===== src/rtl/pause_req_gen.sv =====
// -----------------------------------------------------------------------------
// pause_req_gen
//
// Produces a frame-aligned pause request for the core's pause controller.
// Two sources ask for a pause: a debounced toggle button (user pause), and the
// platform sleep/save-state request. Pause entry and exit only happen on a
// rising edge of vblank, so the core never stalls mid-frame. If video has
// stopped and no edge arrives, a timeout forces the transition. A sleep request
// is acknowledged once the core has been paused for a settle period.
//
// Parameters:
//   DEBOUNCE_CYCLES  consecutive differing samples before the debounced button
//                    changes (>=2)
//   VBL_TIMEOUT      cycles spent waiting for a vblank edge before the
//                    transition is forced (>=2)
//   ACK_SETTLE       cycles in PAUSED before sleep_ack may assert (>=1)
//
// Ports:
//   clk_sys      in   system clock
//   reset        in   asynchronous, active-high reset
//   btn_pause    in   raw pause button (asynchronous, synchronized here)
//   pause_en     in   user-pause feature enable
//   vblank       in   core vertical blank level
//   sleep_req    in   platform sleep/save-state pause request (level)
//   pause_req    out  pause request to the pause controller (registered)
//   sleep_ack    out  core paused and settled for sleep (registered)
//   user_paused  out  user toggle latch state, for OSD/status (registered)
// -----------------------------------------------------------------------------
module pause_req_gen #(
  parameter int DEBOUNCE_CYCLES = 50000,
  parameter int VBL_TIMEOUT     = 2000000,
  parameter int ACK_SETTLE      = 16
) (
  input  logic clk_sys,
  input  logic reset,
  input  logic btn_pause,
  input  logic pause_en,
  input  logic vblank,
  input  logic sleep_req,
  output logic pause_req,
  output logic sleep_ack,
  output logic user_paused
);

  localparam int DW = $clog2(DEBOUNCE_CYCLES) + 1;
  localparam int WW = $clog2(VBL_TIMEOUT) + 1;
  localparam int SW = $clog2(ACK_SETTLE) + 1;

  localparam logic [DW-1:0] DB_LAST = DW'(DEBOUNCE_CYCLES - 1);
  localparam logic [WW-1:0] WT_LAST = WW'(VBL_TIMEOUT - 1);
  localparam logic [SW-1:0] SETTLED = SW'(ACK_SETTLE);

  typedef enum logic [1:0] {
    RUN    = 2'd0,
    PEND_P = 2'd1,
    PAUSED = 2'd2,
    PEND_R = 2'd3
  } state_t;

  // Settle counter stops at ACK_SETTLE so it can sit in PAUSED indefinitely.
  function automatic logic [SW-1:0] sat_inc(input logic [SW-1:0] v);
    sat_inc = (v == SETTLED) ? v : v + 1'b1;
  endfunction

  logic          btn_p0;
  logic          btn_p1;
  logic          db;
  logic          db_d;
  logic [DW-1:0] dcnt;
  logic          vblank_d;
  logic [WW-1:0] wcnt;
  logic [SW-1:0] scnt;
  state_t        state;

  logic vbl_edge;
  logic want;
  logic db_rise;
  logic timeout;

  assign vbl_edge = vblank & ~vblank_d;
  assign want     = user_paused | sleep_req;
  assign db_rise  = db & ~db_d;
  assign timeout  = (wcnt == WT_LAST);

  // Stage p0/p1: two-flop synchronizer for the asynchronous button
  always_ff @(posedge clk_sys or posedge reset) begin
    if (reset) begin
      btn_p0 <= 1'b0;
      btn_p1 <= 1'b0;
    end else begin
      btn_p0 <= btn_pause;
      btn_p1 <= btn_p0;
    end
  end

  // Debounce: the sample must differ for DEBOUNCE_CYCLES consecutive cycles
  always_ff @(posedge clk_sys or posedge reset) begin
    if (reset) begin
      db   <= 1'b0;
      db_d <= 1'b0;
      dcnt <= '0;
    end else begin
      db_d <= db;
      if (btn_p1 == db) begin
        dcnt <= '0;
      end else if (dcnt == DB_LAST) begin
        db   <= btn_p1;
        dcnt <= '0;
      end else begin
        dcnt <= dcnt + 1'b1;
      end
    end
  end

  // User toggle latch; disabling the feature clears it and masks presses
  always_ff @(posedge clk_sys or posedge reset) begin
    if (reset) begin
      user_paused <= 1'b0;
    end else if (!pause_en) begin
      user_paused <= 1'b0;
    end else if (db_rise) begin
      user_paused <= ~user_paused;
    end
  end

  // vblank_d resets high so a vblank already high at release is not an edge
  always_ff @(posedge clk_sys or posedge reset) begin
    if (reset) begin
      vblank_d <= 1'b1;
    end else begin
      vblank_d <= vblank;
    end
  end

  // Pause FSM; pause_req follows the registered state
  always_ff @(posedge clk_sys or posedge reset) begin
    if (reset) begin
      state     <= RUN;
      wcnt      <= '0;
      scnt      <= '0;
      pause_req <= 1'b0;
      sleep_ack <= 1'b0;
    end else begin
      sleep_ack <= (state == PAUSED) && sleep_req && (scnt == SETTLED);
      case (state)
        RUN: begin
          pause_req <= 1'b0;
          if (want) begin
            state <= PEND_P;
            wcnt  <= '0;
          end
        end
        PEND_P: begin
          wcnt <= wcnt + 1'b1;
          // A dropped request wins over a coincident edge or timeout
          if (!want) begin
            state <= RUN;
          end else if (vbl_edge || timeout) begin
            state     <= PAUSED;
            scnt      <= '0;
            pause_req <= 1'b1;
          end
        end
        PAUSED: begin
          pause_req <= 1'b1;
          scnt      <= sat_inc(scnt);
          if (!want) begin
            state <= PEND_R;
            wcnt  <= '0;
          end
        end
        PEND_R: begin
          wcnt <= wcnt + 1'b1;
          // Re-request restarts the settle period before acknowledging again
          if (want) begin
            state <= PAUSED;
            scnt  <= '0;
          end else if (vbl_edge || timeout) begin
            state     <= RUN;
            pause_req <= 1'b0;
          end
        end
        default: begin
          state     <= RUN;
          pause_req <= 1'b0;
        end
      endcase
    end
  end

endmodule


===== config.mk =====
export PLATFORM = sky130hd
export DESIGN_NAME = pause_req_gen
export DESIGN_NICKNAME = d
export VERILOG_FILES = /design/src/rtl/pause_req_gen.sv
export SDC_FILE = /design/constraint.sdc
export NUM_CORES = 1
export LEC_CHECK = 0
export BUFFER_PORTS_ARGS = -buffer_cell sky130_fd_sc_hd__clkbuf_2
export CAP_MARGIN = 30
export CORE_MARGIN = 1.5
export CORE_UTILIZATION = 66
export CTS_CLUSTER_DIAMETER = 100
export DETAILED_ROUTE_END_ITERATION = 6
export PLACE_DENSITY_LB_ADDON = 0.2
export SLEW_MARGIN = 20
export SYNTH_ARGS = -nofsm -noshare
export SYNTH_HDL_FRONTEND = slang
export SYNTH_SLANG_ARGS = --single-unit

===== constraint.sdc =====
create_clock -name clk_sys -period 4.54 [get_ports clk_sys]
set_clock_uncertainty 0.1 [all_clocks]
set_input_delay 0.227 -clock clk_sys [delete_from_list [all_inputs] [get_ports clk_sys]]
set_output_delay 0.227 -clock clk_sys [all_outputs]
set_load 0.05 [all_outputs]

After elaboration in Yosys (flattened, before gate mapping)
Index checks and enable logic that the tools add are counted.
{"block": "totals", "out_inout_bits": 3, "mem_count": 0, "ff_bits": 54, "mem_bits_rw": 0, "in_bits": 6, "romBits": 0, "latchBits": 0, "word_cells": 75}
{"block": "op_classes", "n_eq_ne": 18, "bitwise": 7, "n_shift": 0, "mux": 24, "n_addsub": 3, "div_mod_pow": 0, "multipliers": 0, "magnitude_cmp": 0, "n_reduce_logical": 11}
{"cell": "$pmux W22 S3", "n": 1}
{"cell": "$mux W22", "n": 2}
{"cell": "$mux W17", "n": 2}
{"cell": "$add A22 B1 Y22 const B", "n": 1}
{"cell": "$eq A22 B21 Y1 const B", "n": 1}
{"cell": "$mux W5", "n": 4}
{"cell": "$add A17 B1 Y17 const B", "n": 1}
{"cell": "$eq A17 B16 Y1 const B", "n": 1}
{"cell": "$ne A2 B2 Y1 const B", "n": 8}
{"cell": "$pmux W5 S3", "n": 1}
{"cell": "$mux W2", "n": 6}
{"cell": "$pmux W2 S4", "n": 1}
{"cell": "$reduce_and A4 Y1", "n": 2}
{"cell": "$mux W1", "n": 6}
{"cell": "$ne A3 B3 Y1 const B", "n": 2}
{"cell": "$add A5 B1 Y5 const B", "n": 1}
{"cell": "$eq A5 B5 Y1 const B", "n": 1}
{"cell": "$reduce_and A5 Y1", "n": 1}
{"cell": "$eq A2 B2 Y1 const B", "n": 2}
{"cell": "$not A1 Y1", "n": 4}
{"cell": "$pmux W1 S4", "n": 1}
{"cell": "$reduce_and A2 Y1", "n": 2}
{"cell": "$reduce_bool A3 Y1", "n": 1}
{"cell": "$and A1 B1 Y1", "n": 2}
{"cell": "8 further kinds", "n": 9}

Longest topological paths before layout
Gate-level depths: netlist of the first run.
{"block": "depth", "word_depth": 6, "depth_mapped": 8, "ltp_nobuf": 7}

Least setup slack after synthesis of the first run
No wires, ideal clock.
{"block": "synth_path", "kind": "register -> register", "startpoint": "register user_paused", "endpoint": "register wcnt[21]", "synth_period_minus_slack_ns": 2.072, "t_required_ns": 4.321, "stages_incl_launch_ff": 7, "path_buffers": 1, "slack_ns": 2.468, "arrival_time_ns": 1.852, "setup_time_ns": 0.119, "path_cell_list": "dfrtp_1 -> nor2_2 -> a2111o_1 -> buf_6 -> nor4_4 -> xnor2_1 -> nor2_2"}
{"block": "synth_via", "elab_chain_len": 3, "word_cells_on_any_way": 4, "cone_classes": "2 x eq/ne; 1 x bitwise; 1 x reduce/logical"}
{"element": "from (decl)", "line_no": "42", "source": "output logic user_paused"}
{"element": "from (signal assigned)", "line_no": "122", "source": "user_paused <= ~user_paused;"}
{"element": "$or A1 B1 Y1 *", "line_no": "81", "source": "assign want = user_paused | sleep_req;"}
{"element": "$ne A2 B2 Y1 (no source line)"}
{"element": "$reduce_and A2 Y1 (no source line) *"}
{"element": "to (signal assigned)", "line_no": "154", "source": "wcnt <= wcnt + 1'b1;"}
{"element": "to (signal assigned)", "line_no": "173", "source": "wcnt <= wcnt + 1'b1;"}
{"element": "to (decl)", "line_no": "71", "source": "logic [WW-1:0] wcnt;"}
Mark *: on every way between the ends. The rest lies on a longest branch, timed or not.
A chain may end at the register's enable or synchronous reset.

Worst setup path after layout of the first run
{"block": "layout_path", "startpoint": "register state[0]", "endpoint": "register wcnt[21]"}
{"block": "layout_via", "elab_chain_len": 3, "word_cells_on_any_way": 9, "cone_classes": "5 x eq/ne; 1 x mux; 3 x reduce/logical"}
{"element": "from (decl)", "line_no": "73", "source": "state_t state;"}
{"element": "from (signal assigned)", "line_no": "138", "source": "state <= RUN;"}
{"element": "from (signal assigned)", "line_no": "149", "source": "state <= PEND_P;"}
{"element": "from (signal assigned)", "line_no": "157", "source": "state <= RUN;"}
{"element": "$eq A2 B2 Y1 (tied with other cells)", "line_no": "145", "source": "case (state)"}
{"element": "$reduce_or A2 Y1 (no source line) / $ne A2 B2 Y1 (equally long branches)"}
{"element": "$pmux W22 S3 / $reduce_and A2 Y1 (equally long branches)"}
Several ways; a longest one is shown, not always the timed one.

==> results_dict.tcl, run 1 <==
set metrics [dict create \
    yosysUniqueCellTypes 47 \
    crit_family "compound AO/OA/AOI/OAI gates" \
    total_power_w 0.00126 \
    slew_headroom_pct 59.1 \
    cts_setup_buffers 0 \
    worst-path-buf-inv 1 \
    powerDensity_nw_per_um2 406 \
    yosys.area_share.simple_pct 26.0 \
    crit_chain "inv_1 -> ha_1 -> o21a_1 -> a2111o_1 -> nor4_4 -> xnor2_1 -> nor2_2" \
    ys_seq_area_share_pct 46.9 \
    slowest_stage "a2111o_1" \
    antenna_cells 0 \
    grt_pass1_vias 2166 \
    end_kind "flip-flop" \
    vias 2187 \
    synthXorXnorAreaFrac_pct 8.51 \
    detail-route-antenna-nets 0 \
    multi_input_area_um2 1440 \
    insertion_delay_ns 0.30 \
    synth-adder-area-share_pct 3.91 \
    viasPerCell 6.02 \
    ctsRootBufferMaster "clkbuf_8" \
    fp.dieW_um 69.1 \
    syn_avg_cell_area_um2 9.61 \
    grt.total_usage_pct 24.4 \
    r2r_cells 7 \
    grt_max_degree 32 \
    core_um2 4090 \
    area_growth_pct 7.77 \
    die-area_um2 4770 \
    fmax_ghz 0.437 \
    routed_wl_um 5340 \
    tightest_slew_ns 0.611 \
    path_clk_slew_ns 0.09 \
    synth_mux_area_share_pct 1.87 \
    dp_hpwl_um 3750 \
    cp_slowest_stage_delay_ns 0.60 \
    finalCritPeriodShare_pct 50.4 \
    htreeDepth 2 \
    synth_edf_count 0 \
    grt_pass1_wl_um 9570 \
    hold_class "in2reg" \
    hold_violations 0 \
    drt_pass1_iterations 4 \
    yosysWarnings 0 \
    drive_above_1_share_pct 12.8 \
    ff_latch_area_um2 1350 \
    start_kind "flip-flop" \
    synth_flop_cell "dfrtp_1" \
    power_leakage_nw 1.30 \
    critPathArrivalTime_ns 2.39 \
    crit_type "reg2reg" \
    syn-num-nets 315 \
    whs_path_depth 2 \
    cts_buffers 5 \
    die_h_um 69.1 \
    drtIter0Drc 104 \
    setup_violations 0 \
    yosys.area.top_type_share_pct 46.0 \
    overflow 0 \
    numPortBuffers 8 \
    path_depth 7 \
    ys_top_cells_by_area "dfrtp_1 46%, xnor2_1 5.5%, nor2_1 5.2%" \
    critPathMaxFanout 10 \
    routedWlPerCell_um 14.7 \
    cap_violations 0 \
    rsz0062_at_grt "false" \
    synth_top_family_by_area "simple AND/OR/NAND/NOR gates" \
    ir_drop_uv 265 \
    syn-cell-area_um2 2880 \
    fillers 282 \
    cts_num_sinks 54 \
    crit_required_ns 4.64 \
    netlist_instances 300 \
    drv_slew 0 \
    period_needed_ns 2.29 \
    cts_tree "built" \
    outcome "complete, no violations" \
    setup-tns-final_ns 0 \
    grt_antenna_before_repair 0 \
    synth-compound-area-share_pct 9.59 \
    async_reset_ff_share_pct 100 \
    gp_congestion 0.880 \
    rows 23 \
    synth.largest_area_cell "dfrtp_1" \
    ys_seq_elements 54 \
    fin_nets 327 \
    initial_core_util_pct 70.5 \
    drc 0 \
    ioPinCount 9 \
    clk_path_buf_depth 2 \
]
[metal layers]
layer | vias up | GRT usage, % | wire length, µm
li1 | 1067 | - | -
met1 | 1056 | 34.4 | 2520
met2 | 54 | 39.1 | 2530
met3 | 10 | 3.22 | 181
met4 | 0 | 8.50 | 93
met5 | - | 0 | 0
[cells in the mapped netlist (4+ instances only)]
| cell type | number |
|---|---|
| nor3_1 | 12 |
| xor2_1 | 10 |
| a31oi_1 | 5 |
| xnor2_1 | 18 |
| or2_2 | 4 |
| nor4_1 | 4 |
| ha_1 | 9 |
| nand3_1 | 19 |
| nor4b_1 | 4 |
| inv_1 | 12 |
| dfrtp_1 | 53 |
| nand4_1 | 8 |
| nand2_1 | 21 |
| a21oi_1 | 4 |
| and4_1 | 4 |
| buf_2 | 4 |
| o21ai_0 | 26 |
| nor2_1 | 40 |
| nor3_2 | 4 |
[final timing paths]
path	to	startpoint	slack, ns
worst max-delay path	wcnt[21]$_DFFE_PP0P_	state[0]$_DFFE_PP0P_	2.25
worst min-delay path	user_paused$_DFFE_PP0P_	pause_en	0.03
worst max register to register	wcnt[21]$_DFFE_PP0P_	state[0]$_DFFE_PP0P_	2.25
worst min register to register	btn_p1$_DFF_PP0_	btn_p0$_DFF_PP0_	0.26
max in group asynchronous	scnt[3]$_DFFE_PP0P_	reset	3.41
min in group asynchronous	btn_p0$_DFF_PP0_	reset	0.40
[sequential cells by signal (all words and copies together), names as in the netlist, named ones only]
name / flops
state: 1
user_paused: 1
vblank_d: 1
db_d: 1
btn_p1: 1
db: 1
wcnt: 22
pause_req: 1
scnt: 5
dcnt: 17
sleep_ack: 1
btn_p0: 1
[per-stage QoR]
step	instances	cell area [µm²]	hold slack, ns	setup slack, ns	utilization [%]
2_1_floorplan	300	2880	0.131	2.47	-
6_report	363	3110	0.0254	2.25	76.0
3_5_place_dp	352	2970	0.177	2.27	72.6
5_1_grt	363	3110	0.0386	2.11	76.0
3_3_place_gp	351	2950	0.230	2.33	72.1
4_1_cts	363	3110	0.0200	2.25	76.0
[cell usage in the layout, fill, tap and decap left out, types with 2 or more instances in the layout]
cell and instances:
clkbuf_8 5, nand2_1 21, mux2i_1 2, and3_1 2, and2_1 3, xor2_1 10
clkbuf_2 8, o21ai_0 26, mux2_2 3, nor2_2 2, nor4_1 4, a21oi_1 4
ha_1 9, dlygate4sd3_1 3, nor3_1 12, and4_1 4, nand2b_1 3, xnor2_1 18
nor4b_1 4, nand3_1 19, dfrtp_1 53, inv_1 11, nor3_2 4, nor2_1 40
or2_2 4, a31oi_1 5, nand4_1 8, a22o_1 2
[cell families (layout without fill, tap and decap cells)]
family / after synthesis / in the layout
flip-flops: 54 / 54
adder cells (fa/ha/maj): 9 / 9
XOR/XNOR: 28 / 28
AO/OA/AOI/OAI: 45 / 45
multiplexers: 5 / 5
buffers and inverters: 20 / 33
AND/OR/NAND/NOR: 139 / 139
[report_power, final]
| group | switching (W) | total (W) | internal [W] |
|---|---|---|---|
| Clock | 0.000153 | 0.000318 | 0.000165 |
| Combinational | 0.000252 | 0.000394 | 0.000142 |
| Sequential | 0.0000296 | 0.000548 | 0.000518 |
[worst register-to-register path: cells and delay by family, from the launching register on]
| kind | cells | cell delay (ns) |
|---|---|---|
| compound gates | 2 | 0.77 |
| xor+xnor | 1 | 0.17 |
| fa+ha+maj | 1 | 0.29 |
| buf+inv | 1 | 0.10 |
| flops | 1 | 0.40 |
| simple gates | 2 | 0.37 |
[layout make-up]
type / count / area share (%)
Clock buffer: 6 / 2.34
Sequential cell: 54 / 43.5
Inverter: 12 / 1.45
Timing Repair Buffer: 13 / 3.14
Tap cell: 50 / 2.01
Clock inverter: 2 / 1.21
Multi-Input combinational cell: 226 / 46.3
[what timing repair did]
item	CTS	global route
hold buffers	3	0
hold endpoints to repair	24	0
endpoints found under the setup margin	0	0
resized for setup	0	0
Note: power is estimated with default switching activity, not from simulation.
==> run 2: changes to the inputs <==
- CORE_UTILIZATION: 66 -> 62
- clock period: 4.54 -> 2.3 ns (I/O delays scaled with it)
==> results_dict.tcl, run 2 (synthesis results as in run 1) <==
set metrics [dict create \
    outcome "complete, no violations" \
    path_clk_slew_ns 0.09 \
    vias 2188 \
    routedWlPerCell_um 15.0 \
    area_growth_pct 7.86 \
    cts_buffers 5 \
    setup_violations 0 \
    cts_num_sinks 54 \
    setup-tns-final_ns 0 \
    critPathArrivalTime_ns 2.30 \
    initial_core_util_pct 65.3 \
    hold_violations 0 \
    detail-route-antenna-nets 0 \
    ir_drop_uv 523 \
    powerDensity_nw_per_um2 783 \
    cap_violations 0 \
    insertion_delay_ns 0.31 \
    cp_slowest_stage_delay_ns 0.60 \
    critPathMaxFanout 10 \
    finalCritPeriodShare_pct 95.3 \
    antenna_cells 0 \
    slowest_stage "a2111o_2" \
    die_h_um 71.2 \
    numPortBuffers 8 \
    rsz0062_at_grt "false" \
    ioPinCount 9 \
    fmax_ghz 0.456 \
    tightest_slew_ns 0.676 \
    drt_pass1_iterations 4 \
    drive_above_1_share_pct 13.9 \
    crit_family "compound AO/OA/AOI/OAI gates" \
    power_leakage_nw 1.30 \
    fp.dieW_um 71.2 \
    ctsRootBufferMaster "clkbuf_8" \
    drtIter0Drc 145 \
    overflow 0 \
    reg_top3 "wcnt: 22 flops, dcnt: 17 flops, scnt: 5 flops" \
    layout_common_cells "53 x dfrtp_1, 39 x nor2_1, 26 x o21ai_0, 21 x nand2_1, 19 x nand3_1" \
    cts_tree "built" \
    die-area_um2 5070 \
    fin_area_um2 3110 \
    hold_class "reg2reg" \
    grt.total_usage_pct 23.5 \
    period_needed_ns 2.19 \
    dp_hpwl_um 3780 \
    rrSetupSlack_ns 0.11 \
    viasPerCell 5.95 \
    worst-path-buf-inv 1 \
    grt_max_degree 55 \
    regMostFlops "wcnt" \
    crit_chain "inv_1 -> ha_1 -> o21a_1 -> a2111o_2 -> nor4_4 -> xnor2_1 -> nor2_2" \
    routed_wl_um 5530 \
    largest_register_ffs 22 \
    grt_antenna_before_repair 0 \
    grt_pass1_vias 2160 \
    end_kind "flip-flop" \
    drc 0 \
    rows 24 \
    htreeDepth 2 \
    clk_path_buf_depth 2 \
    core_um2 4410 \
    crit_required_ns 2.41 \
    layout_commonest_cell "dfrtp_1" \
    slew_headroom_pct 54.9 \
    grt_pass1_wl_um 9450 \
    crit_type "reg2reg" \
    drv_slew 0 \
    start_kind "flip-flop" \
    fin_nets 331 \
    gp_congestion 0.866 \
    post_dp_cell_area_um2 2970 \
]
[run 2: changes by cell type in the layout (fill, tap and decap cells not counted), sizes merged]
cell / change
dlygate4sd3: +2
bufinv: -1
clkbuf: -1
clkinvlp: +1
buf: +2
[run 2: worst reg2reg max path: stages, from the launching register on]
cell and delay [ns]:
dfrtp_1 0.41, inv_1 0.11, ha_1 0.22, o21a_1 0.13
a2111o_2 0.60, nor4_4 0.31, xnor2_1 0.17, nor2_2 0.04
[run 2: power by group]
| part | switching (W) | internal, W | total [W] |
|---|---|---|---|
| Combinational | 0.000517 | 0.000308 | 0.000824 |
| Clock | 0.000314 | 0.000209 | 0.000523 |
| Sequential | 0.0000642 | 0.00102 | 0.00109 |
[run 2: timing repair]
action | CTS | global route
hold buffers | 5 | 0
resized for setup | 0 | 2
setup buffers | 0 | 0
setup endpoints to repair | 0 | 7
hold endpoints to repair | 57 | 0
[run 2: final timing paths]
kind	from	to	cells past startpoint
worst max-delay path	state[0]$_DFFE_PP0P_	wcnt[21]$_DFFE_PP0P_	7
worst min-delay path	btn_p0$_DFF_PP0_	btn_p1$_DFF_PP0_	0
worst max register to register	state[0]$_DFFE_PP0P_	wcnt[21]$_DFFE_PP0P_	7
worst min register to register	btn_p0$_DFF_PP0_	btn_p1$_DFF_PP0_	0
max in group asynchronous	reset	wcnt[2]$_DFFE_PP0P_	4
min in group asynchronous	reset	btn_p0$_DFF_PP0_	4
[run 2: through the flow]
step                std cells  power (W)  hold slack, ns  setup WS, ns  utilization [%]
floorplan                 300    0.00170          0.0195         0.228                -
global placement          356    0.00189           0.119         0.189             67.3
detailed placement        356    0.00192           0.125        0.0809             67.3
CTS                       368    0.00245           0.260        0.0639             70.4
global route              368    0.00258           0.268        0.0330             70.4
finish                    368    0.00243           0.259         0.108             70.4
[run 2: routing by layer]
layer	wire length (µm)	part of all wire (%)	global-route usage, %
met5	0	0	0
met1	2580	47	31.0
met2	2650	48	38.0
met3	173	3.1	4.13
met4	120	2.2	10.7
[run 2: cell type report]
cell class                 count  area, µm²
multi-input combinational    226       1440
fill                         335       1310
sequential                    54       1350
tap                           52       65.1
inverter                      12       45.0
timing repair buffer          17        120
clock inverter                 2       15.0
clock buffer                   5       68.8
